--- config.mk ---
export PLATFORM = sky130hd
export DESIGN_NAME = digit_serial_add_seq
export DESIGN_NICKNAME = d
export VERILOG_FILES = /design/src/rtl/digit_serial_add_seq.sv
export SDC_FILE = /design/constraint.sdc
export NUM_CORES = 1
export LEC_CHECK = 0
export ABC_AREA = 0
export BUFFER_PORTS_ARGS = -buffer_cell sky130_fd_sc_hd__buf_2
export CAP_MARGIN = 20
export CORE_ASPECT_RATIO = 1.4
export CORE_MARGIN = 2
export CORE_UTILIZATION = 45
export DETAILED_ROUTE_END_ITERATION = 8
export PLACE_DENSITY = 0.73
export SLEW_MARGIN = 20
export SYNTH_ARGS = -nofsm -noshare
export SYNTH_HDL_FRONTEND = slang
export SYNTH_SLANG_ARGS = --single-unit
--- constraint.sdc ---
create_clock -name clk -period 1.75 [get_ports clk]
set_clock_uncertainty 0.2 [all_clocks]
set_input_delay 0.175 -clock clk [delete_from_list [all_inputs] [get_ports clk]]
set_output_delay 0.175 -clock clk [all_outputs]
set_load 0.01 [all_outputs]
--- src/rtl/digit_serial_add_seq.sv ---
// Sequential driver for a 3-bit carry-in slice adder: adds two WIDTH-bit operands one digit per cycle, LSB digit first.
// Latency NDIG cycles from acceptance to out_valid; the result is held indefinitely while out_ready is low.
module digit_serial_add_seq #(
   parameter  int WIDTH = 12,
   localparam int NDIG  = WIDTH / 3
) (
   input  logic             clk,
   input  logic             rst_n,
   input  logic             in_valid,
   output logic             in_ready,
   input  logic [WIDTH-1:0] op_a,
   input  logic [WIDTH-1:0] op_b,
   input  logic             op_cin,
   output logic [2:0]       slc_a,
   output logic [2:0]       slc_b,
   output logic             slc_cin,
   input  logic [2:0]       slc_sum,
   input  logic             slc_cout,
   output logic             out_valid,
   input  logic             out_ready,
   output logic [WIDTH-1:0] sum,
   output logic             cout
);

   localparam int IW = (NDIG > 1) ? $clog2(NDIG) : 1;
   localparam logic [IW-1:0] LAST = IW'(NDIG - 1);

   generate
      if ((WIDTH % 3) != 0 || WIDTH < 3) begin : g_bad_width
         $error("digit_serial_add_seq: WIDTH must be a multiple of 3 and at least 3");
      end
   endgenerate

   typedef enum logic [1:0] {
      IDLE = 2'd0,
      RUN  = 2'd1,
      DONE = 2'd2
   } state_t;

   state_t           state_q, state_d;
   logic [IW-1:0]    idx_q, idx_d;
   logic [WIDTH-1:0] a_q, a_d;
   logic [WIDTH-1:0] b_q, b_d;
   logic             carry_q, carry_d;
   logic [WIDTH-1:0] res_q, res_d;
   logic             cout_q, cout_d;

   always_ff @(posedge clk or negedge rst_n) begin
      if (!rst_n) begin
         state_q <= IDLE;
         idx_q   <= '0;
         a_q     <= '0;
         b_q     <= '0;
         carry_q <= 1'b0;
         res_q   <= '0;
         cout_q  <= 1'b0;
      end else begin
         state_q <= state_d;
         idx_q   <= idx_d;
         a_q     <= a_d;
         b_q     <= b_d;
         carry_q <= carry_d;
         res_q   <= res_d;
         cout_q  <= cout_d;
      end
   end

   always_comb begin
      state_d = state_q;
      idx_d   = idx_q;
      a_d     = a_q;
      b_d     = b_q;
      carry_d = carry_q;
      res_d   = res_q;
      cout_d  = cout_q;
      case (state_q)
         IDLE: begin
            if (in_valid) begin
               a_d     = op_a;
               b_d     = op_b;
               carry_d = op_cin;
               idx_d   = '0;
               res_d   = '0;
               state_d = RUN;
            end
         end
         RUN: begin
            // Slice results are taken verbatim so an approximate slice shows through unchanged.
            res_d[3*idx_q +: 3] = slc_sum;
            carry_d             = slc_cout;
            if (idx_q == LAST) begin
               cout_d  = slc_cout;
               idx_d   = '0;
               state_d = DONE;
            end else begin
               idx_d = idx_q + 1'b1;
            end
         end
         DONE: begin
            if (out_ready) begin
               state_d = IDLE;
            end
         end
         default: begin
            state_d = IDLE;
         end
      endcase
   end

   // Slice inputs come only from registers, so there is no in-to-out combinational path.
   always_comb begin
      slc_a   = 3'd0;
      slc_b   = 3'd0;
      slc_cin = 1'b0;
      if (state_q == RUN) begin
         slc_a   = a_q[3*idx_q +: 3];
         slc_b   = b_q[3*idx_q +: 3];
         slc_cin = carry_q;
      end
   end

   assign in_ready  = (state_q == IDLE);
   assign out_valid = (state_q == DONE);
   assign sum       = res_q;
   assign cout      = cout_q;

endmodule

-- Word level (Yosys, flattened, before mapping)
Cells that the tools add are included.
- add/sub/neg operators: 2
- multiply operators: 1
- divide/modulo/power cells: 0
- order comparisons: 0
- equal/unequal tests: 6
- shifts and indexed selects: 4
- mux-type cells: 15
- bitwise operators: 0
- reductions and logical operators: 6
- operators with widths (cell ; count):
    4-bit negator with 34-bit output ; 1
    3-bit by 34-bit variable shift with 12-bit output (first input constant) ; 1
    3-bit by 34-bit variable part select with 12-bit output ; 1
    12-bit one-hot mux with 2 select lines ; 1
    12-bit by 5-bit variable part select with 3-bit output ; 2
    12-bit bitwise mux ; 1
    12-bit two-way mux ; 1
    2-bit two-way mux ; 5
    3-bit two-way mux ; 2
    2-bit one-hot mux with 3 select lines ; 1
    2-bit AND reduction ; 3
    2-bit equality test (second input constant) ; 2
    2-bit by 2-bit multiplier with 4-bit output (first input constant) ; 1
    2-bit inequality test (second input constant) ; 2
    2-bit one-hot mux with 2 select lines ; 1
    3-bit AND reduction ; 1
    2-bit by 1-bit adder with 2-bit output (second input constant) ; 1
    2-bit by 1-bit equality test with 1-bit output (second input constant) ; 1
    2-bit zero test ; 1
    1-bit two-way mux ; 2
    2-bit by 1-bit inequality test with 1-bit output (second input constant) ; 1
    1-bit one-hot mux with 2 select lines ; 1
    2-bit nonzero test ; 1
- register bits after elaboration: 42
- latch bits: 0
- memory bits (writable): 0
- bits in read-only memories: 0
- input bits: 33
- output and inout port bits: 22
- word-level logic and storage cells: 41
- memories: 0

-- Logic depth before layout (Yosys ltp)
Gate-level depths: netlist of run 1.
- depth after elaboration: 5
- mapped depth: 6
- depth with buffers taken out: 5

-- Least setup slack after synthesis of run 1
OpenSTA, ideal clock, no wires.
- path type: flip-flop to flip-flop
- start: reg idx_q[1]
- end: reg res_q[6], in the netlist sum[6]
- setup time: 0.066 ns
- arrival time: 1.591 ns
- required time: 1.484 ns
- setup slack: -0.107 ns
- cell stages (with the launch flop): 7
- buffers on the path: 1
- period minus slack after synthesis: 1.857 ns
- cells stage by stage: dfrtp_1 -> clkbuf_1 -> inv_1 -> ha_1 -> nand2b_1 -> nor4b_4 -> a22o_1
- word-level cells in the longest chain between the ends: 5
- elaborated cells between the ends (all ways): 6
- those cells by class: 1 x add/sub; 1 x mul; 2 x shift; 2 x mux
- RTL lines (element ; RTL line ; source):
    start, declared ; 41 ; logic [IW-1:0] idx_q, idx_d;
    start signal, assigned ; 59 ; idx_q <= idx_d;
    2-bit by 2-bit multiplier with 4-bit output * ; 89 ; res_d[3*idx_q +: 3] = slc_sum;
    4-bit negator with 34-bit output * ; 89 ;
    3-bit by 34-bit variable part select with 12-bit output or 3-bit by 34-bit variable shift with 12-bit output (tied branches) ; 89 ;
    12-bit bitwise mux * ; 89 ;
    12-bit one-hot mux with 2 select lines * ; 76 ; case (state_q)
    end signal, assigned ; 63 ; res_q <= res_d;
    end, declared ; 45 ; logic [WIDTH-1:0] res_q, res_d;
Every way passes the cells marked *; elsewhere a longest branch is shown, timed or not.
A chain may end at the register's enable or synchronous reset.

-- Worst setup path after layout of run 1
- start: reg idx_q[0]
- end: out slc_a[0]
- word-level cells in the longest chain between the ends: 3
- RTL lines (element ; RTL line ; source):
    2-bit by 2-bit multiplier with 4-bit output ; 116 ; slc_a = a_q[3*idx_q +: 3];
    12-bit by 5-bit variable part select with 3-bit output ; 116 ;
    3-bit two-way mux ; 115 ; if (state_q == RUN) begin
    end, declared ; 14 ; output logic [2:0] slc_a,
No other way between the ends.

==> out/qor.yml, run 1 <==
status: "finished, violations left"
failed_checks: "setup timing"
rsz0062_at_grt: "true"
power_density_mw_per_mm2: 1704
coreArea_mm2: 0.004499
antenna_found_initial: 0
synth.cell_area_mm2: 0.002092
grt_pass1_wl_mm: 6.982
ir_drop_v: 0.0008381
fin_crit_ns: 1.976
fmax_mhz: 506.0
drt-total-wl_mm: 4.296
total_power_mw: 5.006
layout.nets: 276
met1_usage_pct: 20.77
relSlewSlack_pct: 66.74
cts-buffers-inserted: 5
cp_num_buf_inv: 2
vias: 1483
switching_share_pct: 33.38
hold_path.startpoint: "in_valid"
start_util_pct: 46.50
clkLatencyLatePin_ns: 0.29
crit_path_start: "idx_q[0]"
firstDrtPassIters: 4
grt.total_usage_pct: 18.00
synth.area.top_cells: "dfrtp_1 (50%), mux2_4 (12%), mux4_2 (6.5%)"
met2_usage_pct: 31.48
grt.busiest_layer: "met2"
worst_setup_path_start_kind: "flop"
cp_data_arrival_time_ns: 1.60
fin_ws_ns: -0.2261
gp_congestion: 0.8374
post-route-util_pct: 65.29
cap_viol_max_count: 0
die_area_mm2: 0.005218
p_leak_nw: 1.417
worst_slew_pin_slew_ns: 0.4989
avgRoutedWirePerCell_um: 14.37
drt_iter0_markers: 34
critical_path.cell_chain: "buf_6 > mux4_2 > and2_1 > buf_2"
grt_max_degree: 43
syn_nets: 179
cp_top_family: "multiplexers"
root_buffer: "clkbuf_8"
switchingPower_mw: 1.671
max_stage_delay_ns: 0.48
io_buffers: 54
cts_tree: "yes"
finalHoldViolations: 0
num_rows: 29
critPathCaptureType: "primary output"
antenna_left: 0
ys_ff_latch: 42
worst-setup-path-type: "flop to primary output"
r2r-start: "idx_q[0]"
use_met3_pct: 5.239
diodes: 0
required_ns: 1.37
clkPwrFrac_pct: 11.5
setup-violations-final: 9
period_share_pct: 112.9
overflow: 0
synth_edf_count: 0
cp_max_fo: 4
fillerInstances: 363
seq_area_frac_synth_pct: 50.24
drive_gt1_share_pct: 51.90
p_int_mw: 3.335
drv_slew: 0
async_reset_ff_share_pct: 100.0
synth.largest_area_cell: "dfrtp_1"
holdCritPathClass: "input port to flop"
final_cell_area_mm2: 0.002938
die_x_um: 61.63
area_growth_pct: 40.43
htree_levels: 2
ys_types: 30
place_area_mm2: 0.002457
pwr-share-comb_pct: 55.7
multi_input_area_um2: 985.9
fin_setup_tns_ns: -1.295
synth_ff_type: "dfrtp_1"
dpl.hpwl_mm: 2.921
seqCellArea_mm2: 0.001054
drt_drc_violations_left: 0
ys_warn_count: 0
grt_pass1_vias: 1551
cts_buffer_depth: 2
ioPinCount: 55
p_seq_share_pct: 32.8
syn_avg_cell_area_um2: 14.94
syn_inst: 140
dpl_worst_slack_ns: 0.05488
critPathSlowestCell: "mux4_2"
netlist.area_leader.share_pct: 50.24
clkSinkCount: 42
clk_pin_slew_ns: 0.07
die_h_um: 84.68
avgViaCountPerCell: 4.960
## power groups by stage
stage	clock, mW	combinational (mW)	sequential (mW)
after floorplan	0	1.78	1.63
after global placement	0	2.30	1.67
after detailed placement	0	2.35	1.68
after CTS	0.591	2.52	1.65
after global routing	0.645	3.02	1.70
final	0.575	2.79	1.64
## flip-flops by register name, indices dropped and copies added (netlist names)
signal and flops:
a_q 12, b_q 12, carry_q 1, cout 1, idx_q 2, state_q 2
sum 12
## layout make-up
type | count | share of cell area [%]
inverter | 4 | 0.5111
timing repair buffer | 98 | 24.83
tap | 62 | 2.641
clock buffer | 7 | 2.598
sequential | 42 | 35.86
multi-input combinational | 86 | 33.56
## metal layers
layer,part of all wire [%],wire length (µm),vias up
met1,40,1703,741
li1,-,-,698
met3,3.6,155,4
met2,56,2398,40
met4,0.88,38,0
met5,0,0,-
## metrics by stage
step / std cells / hold WS, ns
2_1_floorplan: 140 / -0.3206
4_1_cts: 299 / 0.1159
6_report: 299 / 0.1425
5_1_grt: 299 / 0.1577
3_5_place_dp: 259 / 0.06922
3_3_place_gp: 259 / 0.06430
## cell usage in the layout, fill, tap and decap left out, types with 2 or more instances in the layout
master,n
mux4_2,6
clkbuf_1,2
mux2_2,8
and2_1,2
mux2_4,17
nand2b_4,2
and2_4,5
clkbuf_8,5
buf_4,10
ha_1,5
dfrtp_2,2
o22ai_1,2
buf_2,49
dfrtp_1,40
a22o_1,12
dlygate4sd3_1,31
buf_6,7
inv_1,3
nand2_1,8
a21o_2,4
## synth_stat cells, types with 2 or more instances
cell and count:
inv_1 4, a22o_1 12, buf_6 4, mux2_4 17, mux2_2 8, mux4_2 6
o22ai_1 2, buf_12 2, dfrtp_1 42, ha_1 6, a21o_2 4, nand2b_1 2
nand2_1 8, and2_1 7
## path summary, 6_finish.rpt
path | slack, ns | depth (start not counted) | end
worst min register to register | 0.30 | 1 | sum[11]
worst max register to register | -0.03 | 6 | sum[6]
max in group asynchronous | 0.70 | 3 | state_q[0]
worst max-delay path | -0.23 | 4 | slc_a[0]
worst min-delay path | 0.14 | 3 | state_q[0]
min in group asynchronous | 0.27 | 3 | sum[1]
## cell families (layout without fill, tap and decap cells)
| kind of cell | Yosys count | in the layout | share of synthesized area [%] |
|---|---|---|---|
| adder cells (fa/ha/maj) | 6 | 6 | 3.588 |
| multiplexers | 31 | 31 | 22.97 |
| flip-flops | 42 | 42 | 50.24 |
| buffers and inverters | 12 | 109 | 5.323 |
| AND/OR/NAND/NOR | 28 | 28 | 9.510 |
| AO/OA/AOI/OAI | 21 | 21 | 8.373 |
## worst reg2reg max path, stage by stage (launching register included)
cell	delay, ns
dfrtp_1	0.40
buf_4	0.16
inv_2	0.07
ha_1	0.24
nand2b_4	0.18
nor4b_4	0.31
a22o_1	0.16
## repair_timing
item	in CTS	in global routing
hold buffers	31	0
endpoints found under the setup margin	7	16
buffers inserted	2	0
resized for setup	5	13
endpoints found under the hold margin	81	0
pin swaps	2	6
gates cloned	0	0
Note: power is estimated with default switching activity, not from simulation.
==> run 2, diff against run 1 <==
CORE_UTILIZATION = 28   (was 45)
PLACE_DENSITY = unset   (was 0.73)
==> run 2 against run 1 <==
The run still ends with setup timing left. Global-route usage shrank 6.1 points. Routed wire length grew 8.9%. Sequential share of layout area shrank 1.2 points. Fmax grew 1.2%. Sequential power is essentially flat. Core utilization shrank 24 points. First-iteration DRC count shrank 35%. Via count grew 0.94%. Final area grew 3.5%. Highest routed layer unchanged.
==> out/qor.yml, run 2 (synthesis results as in run 1) <==
fmax_mhz: 512.3
fin_hold_ws_ns: 0.1092
cap_viol_max_count: 0
clkSinkCount: 42
area_growth_pct: 45.39
cp_data_arrival_time_ns: 1.58
ioPinCount: 55
grt_max_degree: 29
overflow: 0
antenna_left: 0
dp_cells: 295
dpl.hpwl_mm: 3.247
antenna_found_initial: 0
ir_drop_v: 0.0007258
required_ns: 1.37
holdCritPathClass: "input port to flop"
hold_path.startpoint: "in_valid"
drt_iter0_markers: 22
drt_drc_violations_left: 0
finalHoldViolations: 0
rsz0062_at_grt: "true"
clk_pin_slew_ns: 0.08
dpl_worst_slack_ns: 0.03059
io_buffers: 54
gp_congestion: 0.7130
reg2regPathDepth: 6
total_power_mw: 5.108
num_rows: 37
period_share_pct: 111.5
r2r-start: "state_q[1]"
cts_buffer_depth: 2
fillerInstances: 743
cp_max_fo: 4
avgRoutedWirePerCell_um: 13.80
seqCellArea_mm2: 0.001055
drive_gt1_share_pct: 55.37
htree_levels: 2
stdcell_count: 339
die_x_um: 77.06
grt_pass1_vias: 1600
vias: 1497
grt.total_usage_pct: 11.95
worstHoldPathCells: 3
mostFrequentLayoutCells: "buf_2 (50), dfrtp_1 (39), dlygate4sd3_1 (31), mux2_4 (17), a22o_1 (12)"
failed_checks: "setup timing"
root_buffer: "clkbuf_8"
cts_tree: "yes"
worst-setup-path-type: "flop to primary output"
relSlewSlack_pct: 64.76
diodes: 0
p_leak_nw: 1.437
firstDrtPassIters: 4
final_common_cell: "buf_2"
layout.nets: 280
critPathCaptureType: "primary output"
coreArea_mm2: 0.007315
cts-buffers-inserted: 5
clkLatencyLatePin_ns: 0.29
crit_path_start: "idx_q[0]"
setup-violations-final: 6
grt_pass1_wl_mm: 7.631
drv_slew: 0
avgViaCountPerCell: 4.416
worst_setup_path_start_kind: "flop"
multi_input_area_um2: 987.2
fin_crit_ns: 1.952
drt-total-wl_mm: 4.677
die_area_mm2: 0.008189
worst_slew_pin_slew_ns: 0.5285
post-route-util_pct: 41.58
fin_ws_ns: -0.2019
die_h_um: 106.3
start_util_pct: 28.60
power_density_mw_per_mm2: 1679
status: "finished, violations left"
-- run 2: final cells by class --
cell class	count	area share (%)
Inverter	4	0.5759
Clock inverter	3	0.6170
Multi-Input combinational cell	86	32.46
Timing Repair Buffer	102	25.42
Clock buffer	5	2.262
Sequential cell	42	34.68
Tap cell	97	3.990
-- run 2: worst paths after layout --
check	end	slack, ns
max in group asynchronous	sum[7]	0.60
setup / recovery	slc_b[0]	-0.20
setup reg to reg	carry_q	0.06
hold reg to reg	sum[11]	0.30
min in group asynchronous	b_q[0]	0.21
hold / removal	state_q[0]	0.11
-- run 2: per-stage QoR --
step | cell area [µm²] | setup TNS (ns)
final | 3042 | -1.187
after floorplan | 2106 | 0
after detailed placement | 2509 | 0
after global routing | 3042 | -1.656
after global placement | 2509 | 0
after CTS | 2959 | -1.947
-- run 2: critical path: stages, from the launching register on --
cell and delay (ns):
dfrtp_2 0.41, buf_6 0.13, mux4_2 0.48, and2_4 0.15, buf_6 0.11
-- run 2: power breakdown --
part           switching [mW]  internal, mW
combinational            1.13          1.71
sequential              0.252          1.41
clock                   0.335         0.281
total                    1.71          3.40
-- run 2: what timing repair did --
action | 4_1_cts | 5_1_grt
gates resized for setup | 8 | 17
setup buffers | 3 | 3
pin swaps | 6 | 0
hold buffers | 31 | 0
hold endpoints to repair | 59 | 0
setup endpoints to repair | 7 | 18
-- run 2: routing by layer --
metal	up-vias	wire length, µm	track usage (%)
met1	737	2049	14.08
met4	0	80	4.592
met3	6	183	2.377
met2	39	2364	21.30
met5	-	0	0
li1	715	-	-
==> run 3, diff against run 2 <==
BUFFER_PORTS_ARGS = unset   (was -buffer_cell sky130_fd_sc_hd__buf_2)
DONT_BUFFER_PORTS = 1   (was unset)
clock period = 2.2 ns   (was 1.75 ns; I/O delays follow)
==> run 3 against run 2 <==
The run now ends clean. Clock power down 16%. Routed wire length decreased by 7.1%. Global-route usage is 0.13 points lower. Largest cell class unchanged.
==> out/qor.yml, run 3 (synthesis results as in run 1) <==
vias: 1249
period_share_pct: 94.12
r2r-start: "idx_q[1]"
setup-violations-final: 0
worst-setup-path-type: "flop to primary output"
fin_hold_ws_ns: 0.02542
coreArea_mm2: 0.007315
io_buffers: 0
fin_setup_tns_ns: 0
crit_path_start: "idx_q[0]"
die_x_um: 77.06
p_leak_nw: 1.130
area_growth_pct: 25.24
status: "finished clean"
drt_iter0_markers: 40
start_util_pct: 28.60
worst_slew_pin_slew_ns: 0.3956
drt_drc_violations_left: 0
clk_pin_slew_ns: 0.09
dpl.hpwl_mm: 3.028
grt_max_degree: 43
layout.nets: 215
r2r_slack_ns: 0.40
drive_gt1_share_pct: 31.64
cp_data_arrival_time_ns: 1.65
drt-total-wl_mm: 4.346
worstHoldPathCells: 2
avgViaCountPerCell: 4.558
clkLatencyLatePin_ns: 0.30
grt.total_usage_pct: 11.82
htree_levels: 2
cts_tree: "yes"
required_ns: 1.78
rsz0062_at_grt: "false"
final_common_cell: "dfrtp_1"
cp_max_fo: 8
critPathCaptureType: "primary output"
worst_setup_path_start_kind: "flop"
ir_drop_v: 0.0005525
hold_path.startpoint: "in_valid"
drv_slew: 0
finalHoldViolations: 0
grt_pass1_vias: 1379
clkSinkCount: 42
antenna_left: 0
avgRoutedWirePerCell_um: 15.86
antenna_found_initial: 0
cts_buffer_depth: 2
num_rows: 37
grt_pass1_wl_mm: 7.507
fmax_mhz: 482.9
ioPinCount: 55
cts_setup_buffers: 0
holdCritPathClass: "input port to flop"
cap_viol_max_count: 0
diodes: 0
power_density_mw_per_mm2: 1339
firstDrtPassIters: 4
overflow: 0
reg2regPathDepth: 5
die_area_mm2: 0.008189
cts-buffers-inserted: 5
root_buffer: "clkbuf_8"
relSlewSlack_pct: 73.63
die_h_um: 106.3
mostFrequentLayoutCells: "dfrtp_1 (41), dlygate4sd3_1 (31), mux2_4 (17), a22o_1 (12)"
gp_congestion: 0.7047
fin_crit_ns: 2.071
run 3: cell types whose count changed in the layout (fill, tap and decap cells not counted), sizes merged:
cell / delta
clkinv: -2
clkbuf: -1
clkinvlp: +2
buf: -64
run 3: final cells by class:
type	count	area, µm²
clock buffer	5	68.82
tap	97	121.4
inverter	4	15.01
fill	750	4695
multi-input combinational	86	938.4
clock inverter	3	23.77
timing repair buffer	37	400.4
sequential	42	1052
run 3: worst max-delay path, cell delays in order (launching register included):
cell and delay (ns):
dfrtp_2 0.48, buf_12 0.17, mux4_2 0.49, and2_1 0.21
run 3: final timing paths:
check | end
max | slc_b[0]
min | state_q[0]
max reg2reg | sum[8]
min reg2reg | a_q[8]
max in group asynchronous | cout
min in group asynchronous | sum[1]
run 3: power breakdown:
| part | switching, mW | internal, mW |
|---|---|---|
| Clock | 0.293 | 0.227 |
| Sequential | 0.286 | 1.11 |
| Combinational | 0.667 | 0.920 |
| Total | 1.25 | 2.26 |
run 3: metrics by stage:
step | instances | util [%] | total power [mW] | setup slack, ns | area, µm²
final | 274 | 35.82 | 3.508 | 0.1294 | 2620
after global routing | 274 | 35.82 | 3.798 | 0.03587 | 2620
after CTS | 274 | 35.77 | 3.580 | 0.002738 | 2616
after detailed placement | 234 | 29.88 | 2.962 | 0.3026 | 2186
after global placement | 234 | 29.88 | 2.932 | 0.3284 | 2186
after floorplan | 140 | - | 2.685 | 0.3426 | 2092
run 3: metal layers:
layer	up-vias	global-route usage, %	routed length (µm)
met5	-	0	0
li1	581	-	-
met3	6	2.971	192
met2	35	20.30	2312
met4	0	5.230	48
met1	627	13.88	1792
run 3: repair_timing:
action	CTS	global route
endpoints found under the hold margin	81	0
gates resized for setup	0	2
endpoints found under the setup margin	0	6
hold buffers	32	0
